--- src/rtl/pausible_clock_pkg.sv ---
// rtl/pausible_clock_pkg.sv - shared state type and default sizing for the pausible clock requester
package pausible_clock_pkg;

  typedef enum logic [1:0] {
    ST_IDLE = 2'd0,
    ST_ARB  = 2'd1,
    ST_XFER = 2'd2,
    ST_REL  = 2'd3
  } state_t;

  localparam int DEF_WIDTH       = 8;
  localparam int DEF_DEPTH       = 2;
  localparam int DEF_SYNC_STAGES = 2;

endpackage

--- src/rtl/sync_ff.sv ---
// rtl/sync_ff.sv - multi-flop synchronizer for one asynchronous bit
module sync_ff #(
  parameter int STAGES = 2
) (
  input  logic i_clk,
  input  logic i_rst,
  input  logic i_d,
  output logic o_q
);

  logic [STAGES-1:0] r_q;

  always_ff @(posedge i_clk) begin
    if (i_rst) begin
      r_q <= '0;
    end else begin
      r_q <= {r_q[STAGES-2:0], i_d};
    end
  end

  assign o_q = r_q[STAGES-1];

endmodule

--- src/rtl/pausible_clock_requester.sv ---
// rtl/pausible_clock_requester.sv - captures 4-phase async words under the clock-generator mutex
// and streams them out through a small FIFO.
module pausible_clock_requester
  import pausible_clock_pkg::*;
#(
  parameter int WIDTH       = DEF_WIDTH,
  parameter int SYNC_STAGES = DEF_SYNC_STAGES,
  parameter int DEPTH       = DEF_DEPTH
) (
  input  logic             clock,
  input  logic             rst,
  output logic             req,
  input  logic             grant,
  input  logic             in_req,
  output logic             in_ack,
  input  logic [WIDTH-1:0] in_data,
  output logic             out_valid,
  output logic [WIDTH-1:0] out_data,
  input  logic             out_ready,
  output logic             busy
);

  localparam int AW = $clog2(DEPTH);
  localparam logic [AW:0] PTR_ONE = {{AW{1'b0}}, 1'b1};

  state_t           r_state;
  logic             r_req;
  logic             r_in_ack;
  logic [WIDTH-1:0] r_mem [DEPTH];
  logic [AW:0]      r_wr_ptr;
  logic [AW:0]      r_rd_ptr;

  logic w_in_req_s;
  logic w_grant_s;
  logic w_empty;
  logic w_full;
  logic w_pop;

  sync_ff #(.STAGES(SYNC_STAGES)) u_sync_in_req (
    .i_clk (clock),
    .i_rst (rst),
    .i_d   (in_req),
    .o_q   (w_in_req_s)
  );

  sync_ff #(.STAGES(SYNC_STAGES)) u_sync_grant (
    .i_clk (clock),
    .i_rst (rst),
    .i_d   (grant),
    .o_q   (w_grant_s)
  );

  assign w_empty = (r_wr_ptr == r_rd_ptr);
  assign w_full  = (r_wr_ptr[AW] != r_rd_ptr[AW]) &&
                   (r_wr_ptr[AW-1:0] == r_rd_ptr[AW-1:0]);
  assign w_pop   = !w_empty && out_ready;

  // in_data is sampled only on the ARB->XFER edge; bundling keeps it stable while in_req is high.
  always_ff @(posedge clock) begin
    if (rst) begin
      r_state  <= ST_IDLE;
      r_req    <= 1'b0;
      r_in_ack <= 1'b0;
      r_wr_ptr <= '0;
      r_rd_ptr <= '0;
    end else begin
      if (w_pop) begin
        r_rd_ptr <= r_rd_ptr + PTR_ONE;
      end
      case (r_state)
        ST_IDLE: begin
          if (w_in_req_s && !w_full) begin
            r_req   <= 1'b1;
            r_state <= ST_ARB;
          end
        end
        ST_ARB: begin
          if (w_grant_s) begin
            r_mem[r_wr_ptr[AW-1:0]] <= in_data;
            r_wr_ptr                <= r_wr_ptr + PTR_ONE;
            r_in_ack                <= 1'b1;
            r_state                 <= ST_XFER;
          end
        end
        ST_XFER: begin
          r_req   <= 1'b0;
          r_state <= ST_REL;
        end
        ST_REL: begin
          if (!w_in_req_s && !w_grant_s) begin
            r_in_ack <= 1'b0;
            r_state  <= ST_IDLE;
          end
        end
        default: r_state <= ST_IDLE;
      endcase
    end
  end

  assign req       = r_req;
  assign in_ack    = r_in_ack;
  assign busy      = (r_state != ST_IDLE);
  assign out_valid = !w_empty;
  assign out_data  = w_empty ? '0 : r_mem[r_rd_ptr[AW-1:0]];

endmodule
--- config.mk ---
export PLATFORM = sky130hd
export DESIGN_NAME = pausible_clock_requester
export DESIGN_NICKNAME = d
export VERILOG_FILES = /design/src/rtl/pausible_clock_pkg.sv /design/src/rtl/sync_ff.sv /design/src/rtl/pausible_clock_requester.sv
export SDC_FILE = /design/constraint.sdc
export NUM_CORES = 1
export LEC_CHECK = 0
export BUFFER_PORTS_ARGS = -buffer_cell sky130_fd_sc_hd__buf_2
export CORE_UTILIZATION = 40
export CTS_BUF_LIST = sky130_fd_sc_hd__clkbuf_8 sky130_fd_sc_hd__clkbuf_16
export CTS_CLUSTER_DIAMETER = 60
export DETAILED_ROUTE_END_ITERATION = 8
export SLEW_MARGIN = 20
export SYNTH_ARGS = -nofsm -noshare
export SYNTH_HDL_FRONTEND = slang
export SYNTH_HIERARCHICAL = 1
export SYNTH_SLANG_ARGS = --single-unit
--- constraint.sdc ---
create_clock -name clock -period 2.78 [get_ports clock]
set_clock_uncertainty 0.1 [all_clocks]
set_input_delay 0 -clock clock [delete_from_list [all_inputs] [get_ports clock]]
set_output_delay 0 -clock clock [all_outputs]
set_load 0.005 [all_outputs]
## Yosys cells after proc, flatten, opt, wreduce, memory -nomap -nowiden

Memory sizes are Yosys's and may differ from the RTL's. A register that Yosys moved wholly into a read port is not among the register bits.
Index checks and enable logic that the tools add are counted.

- Bits in read-only memories: 0
- Bits in registers: 12
- Input bits: 13
- Latch bits: 0
- Memories kept: 1
- Bits in writable memories: 16

Memory list:

| memory | depth | width | read ports | clocked after memory_dff | write ports | RTL line | source |
|---|---|---|---|---|---|---|---|
| r_mem | 2 | 8 | 1 | 1 | 1 | pausible_clock_requester.sv:29 | `logic [WIDTH-1:0] r_mem [DEPTH];` |

- Shifts and indexed selects: 0
- Eq/ne operators: 9
- $lt $le $gt $ge: 0
- $mul: 0
- $add $sub $neg: 2
- Divide/modulo/power cells: 0
- Bitwise logic cells: 0
- Reductions and logical operators: 16
- Muxes and demuxes: 16

Operators with widths:

| operator | count |
|---|---|
| 1-bit two-way mux | 9 |
| 8-bit two-way mux | 1 |
| 2-bit one-hot mux with 4 select lines | 1 |
| 2-bit two-way mux | 3 |
| 3-bit AND reduction | 2 |
| 2-bit nonzero test | 3 |
| 2-bit by 1-bit adder with 2-bit output, second input constant | 2 |
| 2-bit == test, second input constant | 2 |
| 1-bit logical AND | 4 |
| 1-bit logical NOT | 4 |
| 2-bit != test, second input constant | 2 |
| 1-bit one-hot mux with 2 select lines | 2 |
| 2-bit AND reduction | 2 |
| 2-bit by 1-bit == test with 1-bit output, second input constant | 1 |
| 2-bit == test | 1 |
| 2-bit logical NOT | 1 |
| 2-bit by 1-bit != test with 1-bit output, second input constant | 1 |
| 1-bit == test | 1 |
| 1-bit != test | 1 |

## Longest topological paths before layout

Gate-level depths: netlist (run 1).

- Word-level depth: 6
- Mapped depth: 6
- Depth with buffers taken out: 6

## Modules after synthesis

Netlist (run 1), hierarchy kept.

By module, submodules not included:

| module | times used | area each (µm²) | cells each | seq. area each (µm²) |
|---|---|---|---|---|
| pausible_clock_requester | 1 | 1129.8 | 94 | 660.6 |
| sync_ff | 2 | 52.6 | 4 | 40.0 |

## Worst setup path after synthesis (run 1)

Ideal clock, no wire load.

- Kind: register -> register
- Start point: register r_state[1]
- End point: memory r_mem[1][0] in the netlist's numbering, enable pin
- Cell stages (with the launch flop): 5
- Period minus slack after synthesis: 1.871 ns
- Library setup time: 0.385 ns
- Data arrival time: 1.386 ns
- Path buffers: 0
- Path slack: 0.909 ns
- Cells stage by stage: dfxtp_1 -> inv_1 -> ha_1 -> nand2_1 -> nor3b_1

- Word-level cells in the longest chain between the ends: 4

RTL lines:

| what | RTL line | source |
|---|---|---|
| start: declaration | pausible_clock_requester.sv:26 | `state_t r_state;` |
| start signal: assignment | pausible_clock_requester.sv:61 | `r_state <= ST_IDLE;` |
| start signal: assignment | pausible_clock_requester.sv:74 | `r_state <= ST_ARB;` |
| start signal: assignment | pausible_clock_requester.sv:82 | `r_state <= ST_XFER;` |
| 2-bit by 1-bit == test with 1-bit output | pausible_clock_requester.sv:70 | `case (r_state)` |
| 1-bit two-way mux | pausible_clock_requester.sv:70 |  |
| 1-bit two-way mux | pausible_clock_requester.sv:60 | `if (rst) begin` |
| 1-bit two-way mux (implied by the code) | pausible_clock_requester.sv:79 | `r_mem[r_wr_ptr[AW-1:0]] <= in_data;` |
| end: declaration | pausible_clock_requester.sv:29 |  |

No other way between the ends.

## Worst setup path in the final report (run 1)

- Start point: register r_wr_ptr[0]
- End point: output out_data[0]

- Word-level cells in the longest chain between the ends: 2

RTL lines:

| what | RTL line | source |
|---|---|---|
| start: declaration | pausible_clock_requester.sv:30 | `logic [AW:0] r_wr_ptr;` |
| start signal: assignment | pausible_clock_requester.sv:80 | `r_wr_ptr <= r_wr_ptr + PTR_ONE;` |
| 2-bit == test | pausible_clock_requester.sv:53 | `assign w_empty = (r_wr_ptr == r_rd_ptr);` |
| 8-bit two-way mux | pausible_clock_requester.sv:104 | `assign out_data = w_empty ? '0 : r_mem[r_rd_ptr[AW-1:0]];` |
| end: declaration | pausible_clock_requester.sv:18 | `output logic [WIDTH-1:0] out_data,` |

No other way between the ends.

==> results.md, run 1 <==
* Number of distinct library cells after synthesis at 29
* Most frequent cells in the layout: buf_2 (24), nor2_1 (16), edfxtp_1 (16), dfxtp_1 (13), dlygate4sd3_1 (12)
* Flops & latches, synth at 29
* Mean number of vias per cell at 4.86
* Min cycle time layout at 1590 ps
* Capture point of the worst reg-to-reg path: r_mem[1][3]
* P_leak at 0.662 nW
* Worst hold path type: reg2reg
* Total power at about 1.1 mW
* Worst VDD drop at 428 uV
* Syn-to-layout area delta at 31.2%
* Max Cap Violations at 0
* CP max FO at 9
* Failing checks: design-rule violations
* Arrival @ worst endpoint at 1490 ps
* Hold endpoint: u_sync_in_req/r_q[1]
* Die area at about 3300 um2
* Ports at 25
* CORE AREA at 2830 um2
* PortBufs at 24
* DRT iter0 DRCs at 10
* Register area at 741 um2
* Hold path cells at 1
* Initial Utilization at 43.7%
* Vias in the first global route at just over 800
* Worst-case reg-to-reg path depth at 5
* Die H at 57.6 um
* ANT nets after route at 0
* Count of final hold-check violations at 0
* Detail Placement HPWL at 1.46 mm
* Htree depth at 2
* Slew @ Worst Pin at 466 ps
* Largest net degree at the start of global routing at 18
* Clock transition at the registers of the reported paths at 60 ps
* R2R Setup Slk at 1210 ps
* Ys Warns at 6
* Mapped Area at about 1200 um2
* Yosys top cell area share at 38.9%
* Total grt overflow at 0
* Share of cells above drive strength 1 at ~25%
* Post-Syn Nets at 120
* Die width at 57.6 um
* GPL Wtd Cong at 0.699
* Synthesized area per cell at 12.1 um2
* Hold Crit Start: u_sync_in_req/r_q[0]
* Clock net sink count at 29
* All-Layer GR Usage at around 15%
* Critical path launch point type: flip-flop
* Initial antenna violation count at 0
* Mapped Cells at 102
* Skew-Pair Late Insertion Delay at 270 ps
* Number of inserted diodes at 0
* CTS tree: done
* TNS Setup at 0 ps
* RR Startpoint: r_state[1]
* Nets at 162
* Filler cell count at 241
* Routed wire length per instance at 12.2 um
* Total Routed Length at 2.15 mm
* DRT Pass-1 Iters at 6
* Run status: finished with violations
* Sequential area share after synthesis at 60.0%
* Setup crit end kind: primary output
* Max clock buf depth at 2
* Rel. slew slack at between 60% and 70%
* Tcrit/Tclk final at 57.4%
* Setup Viol. Count Final at 0
* Area contributors post-synth: edfxtp_1 (39%), dfxtp_1 (21%), mux2i_1 (6.5%), ha_1 (5.1%), nor2_1 (4.9%)
* CTS Buf Count at 5
* Critical path class: reg2out
* PwrDens at 678 nW/um2
* Multi-input logic area at approximately 450 um2
* Fmax at 0.627 GHz
* Crit path required time at approximately 2700 ps
* RSZ-0062 raised after global routing: no
* Largest area contributor in the synthesized netlist: edfxtp_1
* Leading cell type in the layout, fill and taps excluded: buf_2
* First-pass GRT wire length at 3.52 mm
* Via count at 855
* Post-route DRC at 2
* Max Slew Vio Count at 0
* # rows at 19
* Root buffer selected by CTS: clkbuf_8
[synth_stat cells]
library cell and n:
edfxtp_1 16, nor2_1 16, dfxtp_1 13, mux2i_1 8
inv_1 7, ha_1 5, xor2_1 5, nor2b_1 4
o21ai_0 4, a21oi_1 2, clkbuf_1 2, nand3b_1 2
nor3_1 2, a21boi_1 1, a31oi_1 1, and3_4 1
buf_4 1, nand2_1 1, nand2b_1 1, nand3_1 1
nor2_2 1, nor3b_1 1, o211ai_1 1, o221ai_1 1
o41ai_1 1, o41ai_2 1, or3_1 1, xnor2_1 1
xor2_2 1
[per-stage QoR]
step / area (um2) / worst slack, ps / hold slack, ps / utilization (%) / cells
floorplan: 1230 / 909 / -28.4 / - / 102
global placement: 1390 / 1250 / 90.3 / 49.3 / 156
detailed placement: 1390 / 1220 / 93.9 / 49.3 / 156
CTS: 1620 / 1160 / 333 / 57.3 / 176
global route: 1620 / 1020 / 335 / 57.3 / 176
finish: 1620 / 1190 / 344 / 57.3 / 176
[worst max-delay path by stage]
stage / end / cells past startpoint / start / slack [ps]
2_1_floorplan: r_mem[1][0] / 4 / r_state[1] / 910
3_3_place_gp: r_mem[1][0] / 5 / r_state[1] / 1250
3_5_place_dp: r_mem[1][5] / 5 / r_state[1] / 1220
4_1_cts: out_data[2] / 4 / r_wr_ptr[0] / 1160
5_1_grt: out_data[1] / 4 / r_wr_ptr[0] / 1020
6_report: out_data[0] / 4 / r_wr_ptr[0] / 1190
[cell type report]
cell class              count  area share, %
clock buffers               5           4.25
inverters                   7           1.62
clock inverters             3           2.32
well taps                  31           2.39
flip-flops and latches     29           45.7
repair buffers             38           15.8
multi-input cells          63           28.0
[logic make-up after synthesis]
family,share of synthesized area [%]
buf+inv,3.34
flops,60.0
xor+xnor,5.57
mux,6.48
fa+ha+maj,5.07
simple gates,12.7
compound gates,6.89
[report_power, final]
group,leakage [nW],switching [mW],internal (mW)
sequential,0.250,0.0211,0.475
clock,0.0570,0.147,0.260
combinational,0.355,0.103,0.0917
total,0.662,0.271,0.827
[per-layer routing]
metal | track usage [%] | vias to the layer above | part of all wire, % | routed length, um
met5 | 0 | - | 0 | 0
li1 | - | 435 | - | -
met3 | 6.80 | 2 | 4.8 | 103
met1 | 16.0 | 394 | 46 | 983
met2 | 24.3 | 24 | 49 | 1040
met4 | 8.36 | 0 | 0.79 | 17
[worst max-delay path, cell delays in order, from the launching register on]
cell and delay, ps:
dfxtp_1 450, xor2_1 150, nor2_2 370, nor2_1 110
buf_2 150
[repair_timing]
| action | 4_1_cts | 5_1_grt |
|---|---|---|
| gates resized for setup | 0 | 0 |
| setup endpoints to repair | 0 | 0 |
| hold endpoints to repair | 22 | 0 |
| hold buffers | 12 | 0 |
| buffers inserted | 0 | 0 |
[registers in the layout (all words and copies together), names as in the netlist, named ones only]
name,flops
r_state,2
r_wr_ptr,2
u_sync_grant/r_q,2
req,1
r_mem,16
u_sync_in_req/r_q,2
in_ack,1
r_rd_ptr,2
Note: power is estimated with default switching activity, not from simulation.
==> inputs of run 2 (changes only) <==
--- a/config.mk
+++ b/config.mk
@@ -5,6 +5,7 @@
 export SDC_FILE = /design/constraint.sdc
 export NUM_CORES = 1
 export LEC_CHECK = 0
+export ABC_AREA = 1
 export BUFFER_PORTS_ARGS = -buffer_cell sky130_fd_sc_hd__buf_2
 export CORE_UTILIZATION = 40
 export CTS_BUF_LIST = sky130_fd_sc_hd__clkbuf_8 sky130_fd_sc_hd__clkbuf_16
==> constraint.sdc (replaced) <==
create_clock -name clock -period 1.4 [get_ports clock]
set_clock_uncertainty 0.1 [all_clocks]
set_input_delay 0 -clock clock [delete_from_list [all_inputs] [get_ports clock]]
set_output_delay 0 -clock clock [all_outputs]
set_load 0.005 [all_outputs]
==> results.md, run 2 <==
* Largest net degree at the start of global routing at 12 (-6)
* Non-filler cells, final at 215 (+22%)
* Initial antenna violation count at 0 (unchanged)
* Max Slew Vio Count at 0 (unchanged)
* ANT nets after route at 0 (unchanged)
* Final Cell Area at 1790 um2 (+11%)
* Worst VDD drop at 1440 uV (+240%)
* Total power at 2.27 mW (+110%)
* Max Cap Violations at 0 (unchanged)
* CTS tree: done
* First-pass GRT wire length at 3.84 mm (+9.0%)
* Routed wire length per instance at 10.9 um (-11%)
* Yosys top cell area share at 39.4% (+0.52 points)
* RR Startpoint: r_state[1]
* CORE AREA at 2830 um2 (unchanged)
* Slew @ Worst Pin at 318 ps (-148 ps)
* Hold endpoint: r_rd_ptr[1]
* Setup Viol. Count Final at 0 (unchanged)
* Ys Warns at 6 (unchanged)
* DP Area at 1450 um2 (+4.2%)
* Hold_ws at 6.31 ps (-338 ps)
* Nets at 201 (+24%)
* Worst hold path type: in2reg
* Critical path class: reg2reg
* Capture point of the worst reg-to-reg path: r_mem[0][5]
* Post-synth top cells: nand2_1 (32), inv_1 (18), edfxtp_1 (16), a21oi_1 (14), dfxtp_1 (13)
* Max reg flops at 16 (unchanged)
* CTS Buf Count at 5 (unchanged)
* Share of cells above drive strength 1 at 37.0% (+12 points)
* Flops & latches, synth at 29 (unchanged)
* Initial Utilization at 43.1% (-0.57 points)
* Die area at 3270 um2 (-1.3%)
* All-Layer GR Usage at 15.7% (+0.79 points)
* Mapped Cells at 127 (+25%)
* DRT iter0 DRCs at 21 (+11)
* Final Util at 63.3% (+6.1 points)
* P_leak at 0.791 nW (+19%)
* Mean number of vias per cell at 4.61 (-5.1%)
* Syn-to-layout area delta at 47.0%
* Vias in the first global route at 946 (+14%)
* Fmax at 0.729 GHz
* Root buffer selected by CTS: clkbuf_8
* Area contributors post-synth: edfxtp_1 (39%), dfxtp_1 (21%), nand2_1 (9.9%), a21oi_1 (5.7%), inv_1 (5.5%)
* Min cycle time layout at ~1400 ps
* Worst-case reg-to-reg path depth at 6 (+1)
* Most frequent cells in the layout: nand2_1 (31), buf_2 (24), edfxtp_1 (16), dlygate4sd3_1 (15), a21oi_1 (13)
* Detail Placement HPWL at 1.59 mm (+8.7%)
* # rows at 19 (unchanged)
* Failing checks: design-rule violations
* Post-Place Worst Slack at -28.9 ps (-1240 ps)
* Worst setup margin at 28.0 ps (-1160 ps)
* Mapped Area at 1220 um2 (-1.3%)
* Post-synth EDFFs at 16 (unchanged)
* Die width at 57.2 um (-0.64%)
* Htree depth at 2 (unchanged)
* Ys flop type: edfxtp_1
* Skew-Pair Late Insertion Delay at 270 ps (about the same)
* Hold path cells at 2 (+1)
* GPL Wtd Cong at 0.737 (+5.4%)
* Largest area contributor in the synthesized netlist: edfxtp_1
* Synthesized area per cell at 9.60 um2 (-21%)
* DRT Pass-1 Iters at 6 (unchanged)
* Most instantiated library cell after synthesis: nand2_1
* CP max FO at 4 (-5)
* PwrDens at 1270 nW/um2 (+87%)
* Leading cell type in the layout, fill and taps excluded: nand2_1
* PortBufs at 24 (unchanged)
* Total Routed Length at 2.34 mm (+9.0%)
* Die H at 57.2 um (-0.64%)
* Post-Syn Nets at 145 (+21%)
* Tcrit/Tclk final at roughly 98%
* R2R Setup Slk at 30 ps (-1180 ps)
* Clock net sink count at 29 (unchanged)
* Rel. slew slack at 78.8% (+9.9 points)
* Ports at 25 (unchanged)
* Clock transition at the registers of the reported paths at 60 ps (about the same)
* Total grt overflow at 0 (unchanged)
* Count of final hold-check violations at 0 (unchanged)
* Number of inserted diodes at 0 (unchanged)
* Arrival @ worst endpoint at 1260 ps (-230 ps)
* Hold Crit Start: rst
* RSZ-0062 raised after global routing: yes
* Number of distinct library cells after synthesis at 18 (-38%)
* # placed instances at 187 (+20%)
* TNS Setup at 0 ps (unchanged)
* Run status: finished with violations
* Ys async rst share at 0% (unchanged)
* Sequential area share after synthesis at 60.8% (+0.80 points)
* Setup crit end kind: flip-flop
* Post-route DRC at 2 (unchanged)
* Max clock buf depth at 2 (unchanged)
* Crit path required time at 1290 ps (-1390 ps)
* Critical path launch point type: flip-flop
* Via count at 991 (+16%)
==> run 2: worst max-delay path: stages, from the launching register on <==
cell	delay [ps]
dfxtp_2	320
inv_2	60
ha_4	150
nand2_4	50
buf_6	120
nor3_4	150
buf_6	140
==> run 2: worst max-delay path by stage <==
| stage | endpoint | cells past startpoint | slack, ps | start |
|---|---|---|---|---|
| 2_1_floorplan | r_mem[1][0] | 5 | 0.4 | r_state[0] |
| 3_3_place_gp | r_mem[1][6] | 5 | 4 | r_state[0] |
| 3_5_place_dp | r_mem[1][7] | 5 | -30 | r_state[0] |
| 4_1_cts | r_mem[0][5] | 6 | 5 | r_state[1] |
| 5_1_grt | in_ack | 6 | -60 | r_state[0] |
| 6_report | r_mem[0][5] | 6 | 30 | r_state[1] |
==> run 2: cell type report <==
cell class                      count  area (um2)
Fill cell                         235        1040
Sequential cell                    29         749
Multi-Input combinational cell     80         488
Timing Repair Buffer               49         357
Inverter                           18        72.6
Clock buffer                        5        68.8
Tap cell                           31        38.8
Clock inverter                      3        17.5
==> run 2: power by group <==
group | switching (mW) | internal [mW] | total, mW
combinational | 0.334 | 0.305 | 0.638
sequential | 0.0363 | 0.951 | 0.987
clock | 0.307 | 0.342 | 0.649
total | 0.677 | 1.60 | 2.27
==> run 2: logic make-up (layout without fill, tap and decap cells) <==
| kind of cell | after synthesis | after routing | synth area share (%) |
|---|---|---|---|
| xor gates and xnor gates | 1 | 1 | 0.719 |
| buffers and inverters | 19 | 75 | 5.85 |
| adders and majority gates | 5 | 5 | 5.13 |
| AOI/OAI and AO/OA | 20 | 20 | 9.34 |
| and+or+nand+nor | 53 | 54 | 18.2 |
| DFF | 29 | 29 | 60.8 |
==> run 2: what timing repair did <==
item                                    CTS  global route
buffers inserted                          0             4
cloned                                    1             0
hold endpoints to repair                 23             0
resized for setup                         7            17
hold buffers                             15             0
pin swaps                                 1             3
endpoints found under the setup margin   25            23
==> run 2: routing by layer <==
layer,vias up,GRT usage (%),wire [um]
met5,-,0,0
met4,0,6.27,10
met3,2,4.76,75
li1,527,-,-
met1,444,17.1,1050
met2,18,28.4,1200
==> inputs of run 3 (changes only) <==
--- a/config.mk
+++ b/config.mk
@@ -11,6 +11,7 @@
 export CTS_BUF_LIST = sky130_fd_sc_hd__clkbuf_8 sky130_fd_sc_hd__clkbuf_16
 export CTS_CLUSTER_DIAMETER = 60
 export DETAILED_ROUTE_END_ITERATION = 8
+export SETUP_SLACK_MARGIN = 0.05
 export SLEW_MARGIN = 20
 export SYNTH_ARGS = -nofsm -noshare
 export SYNTH_HDL_FRONTEND = slang
==> results.md, run 3 (synthesis gave the netlist of run 2 again) <==
* Post-Place Worst Slack at 5.55 ps (+34.5 ps)
* Multi-input logic area at 510 um2 (+4.6%)
* Run status: finished with violations
* Arrival @ worst endpoint at 1200 ps (-60 ps)
* Total grt overflow at 0 (unchanged)
* Die area at 3270 um2 (unchanged)
* Met1 usage at 17.3% (+0.13 points)
* Die H at 57.2 um (unchanged)
* Ports at 25 (unchanged)
* PwrDens at 1350 nW/um2 (+6.4%)
* Nets at 199 (-1.0%)
* Clock net sink count at 29 (unchanged)
* # placed instances at 186 (-0.53%)
* Via count at 998 (+0.71%)
* Vias in the first global route at 942 (-0.42%)
* ANT nets after route at 0 (unchanged)
* Worst VDD drop at 1360 uV (-5.5%)
* Routed wire length per instance at 11.2 um (+2.6%)
* DRT Pass-1 Iters at 6 (unchanged)
* Leading cell type in the layout, fill and taps excluded: nand2_1
* RSZ-0062 raised after global routing: yes
* Final Cell Area at 1830 um2 (+1.9%)
* Number of inserted diodes at 0 (unchanged)
* Met2 Track Usage GR at 28.2% (-0.17 points)
* Min cycle time layout at 1330 ps (-46.8 ps)
* Root buffer selected by CTS: clkbuf_8
* Fmax at 0.755 GHz (+3.5%)
* Filler cell count at 239 (+1.7%)
* Worst hold path type: in2reg
* Initial antenna violation count at 0 (unchanged)
* Total Routed Length at 2.38 mm (+1.7%)
* Rel. slew slack at 82.7% (+4.0 points)
* CTS tree: done
* CTS Buf Count at 5 (unchanged)
* TNS Setup at 0 ps (unchanged)
* Max reg flops at 16 (unchanged)
* Max Cap Violations at 0 (unchanged)
* Crit path required time at 1270 ps (-20 ps)
* Total power at 2.47 mW (+8.4%)
* DP Area at 1470 um2 (+0.86%)
* CP max FO at 5 (+1)
* Most frequent cells in the layout: nand2_1 (30), buf_2 (24), edfxtp_1 (16), dlygate4sd3_1 (15)
* Clock transition at the registers of the reported paths at 60 ps (about the same)
* Setup Viol. Count Final at 0 (unchanged)
* Skew-Pair Late Insertion Delay at 270 ps (about the same)
* Critical path launch point type: flip-flop
* Met3 Usage GRT at 6.12% (+1.4 points)
* Die width at 57.2 um (unchanged)
* Post-route DRC at 6 (+4)
* Setup crit end kind: flip-flop
* Hold_ws at 34.6 ps (+28.3 ps)
* PortBufs at 24 (unchanged)
* Count of final hold-check violations at 0 (unchanged)
* Mean number of vias per cell at 4.69 (+1.7%)
* R2R Setup Slk at 70 ps (+50 ps)
* P_leak at 0.791 nW (about the same)
* CORE AREA at 2830 um2 (unchanged)
* Initial Utilization at 43.1% (unchanged)
* Share of cells above drive strength 1 at 39.0% (+2.1 points)
* Max clock buf depth at 2 (unchanged)
* Register area at 751 um2 (+0.17%)
* All-Layer GR Usage at 16.0% (+0.28 points)
* Non-filler cells, final at 213 (-0.93%)
* Detail Placement HPWL at 1.60 mm (+0.65%)
* Max Slew Vio Count at 0 (unchanged)
* Critical path class: reg2reg
* Slew @ Worst Pin at 259 ps (-59.4 ps)
* # rows at 19 (unchanged)
* Worst setup margin at 74.8 ps (+46.8 ps)
* Htree depth at 2 (unchanged)
* Largest net degree at the start of global routing at 10 (-2)
* Busiest grt layer: met2
* GPL Wtd Cong at 0.729 (-1.1%)
* First-pass GRT wire length at 3.90 mm (+1.6%)
* DRT iter0 DRCs at 14 (-33%)
* Syn-to-layout area delta at 49.8%
* Failing checks: design-rule violations
* Final Util at 64.5% (+1.2 points)
* Tcrit/Tclk final at 94.7% (-3.3 points)
==> run 3: worst paths after layout <==
kind              cells past startpoint                   end            startpoint
hold / removal                        2                in_ack                   rst
setup / recovery                      6           r_mem[1][7]            r_state[1]
hold reg to reg                       2  u_sync_in_req/r_q[1]  u_sync_in_req/r_q[0]
setup reg to reg                      6           r_mem[1][7]            r_state[1]
==> run 3: cell type report <==
class                      count  share of cell area, %
sequential                    29                   41.1
multi-input combinational     80                   28.0
inverter                      18                   4.18
timing repair buffer          47                   18.8
clock buffer                   5                   3.77
tap                           31                   2.12
clock inverter                 3                   2.06
==> run 3: routing by layer <==
layer / share of wire, % / vias to the layer above
met4: 1.8 / 0
met3: 5.0 / 6
li1: - / 519
met1: 43 / 453
met5: 0 / -
met2: 50 / 20
==> run 3: critical path, stage by stage (launching register included) <==
cell and delay [ps]:
dfxtp_2 320, inv_2 60, ha_4 140, nand2_4 60
nor2_2 90, inv_2 70, nor2_4 170
==> run 3: where the power goes <==
part / switching, mW / internal [mW]
logic: 0.348 / 0.313
registers: 0.0384 / 0.951
clock network: 0.298 / 0.517
total: 0.685 / 1.78
==> run 3: what timing repair did <==
| action | 4_1_cts | 5_1_grt |
|---|---|---|
| hold buffers | 15 | 0 |
| gates cloned | 1 | 0 |
| buffers inserted | 1 | 2 |
| resized for setup | 8 | 19 |
| pin swaps | 3 | 3 |
| setup endpoints to repair | 19 | 21 |
| endpoints found under the hold margin | 23 | 0 |
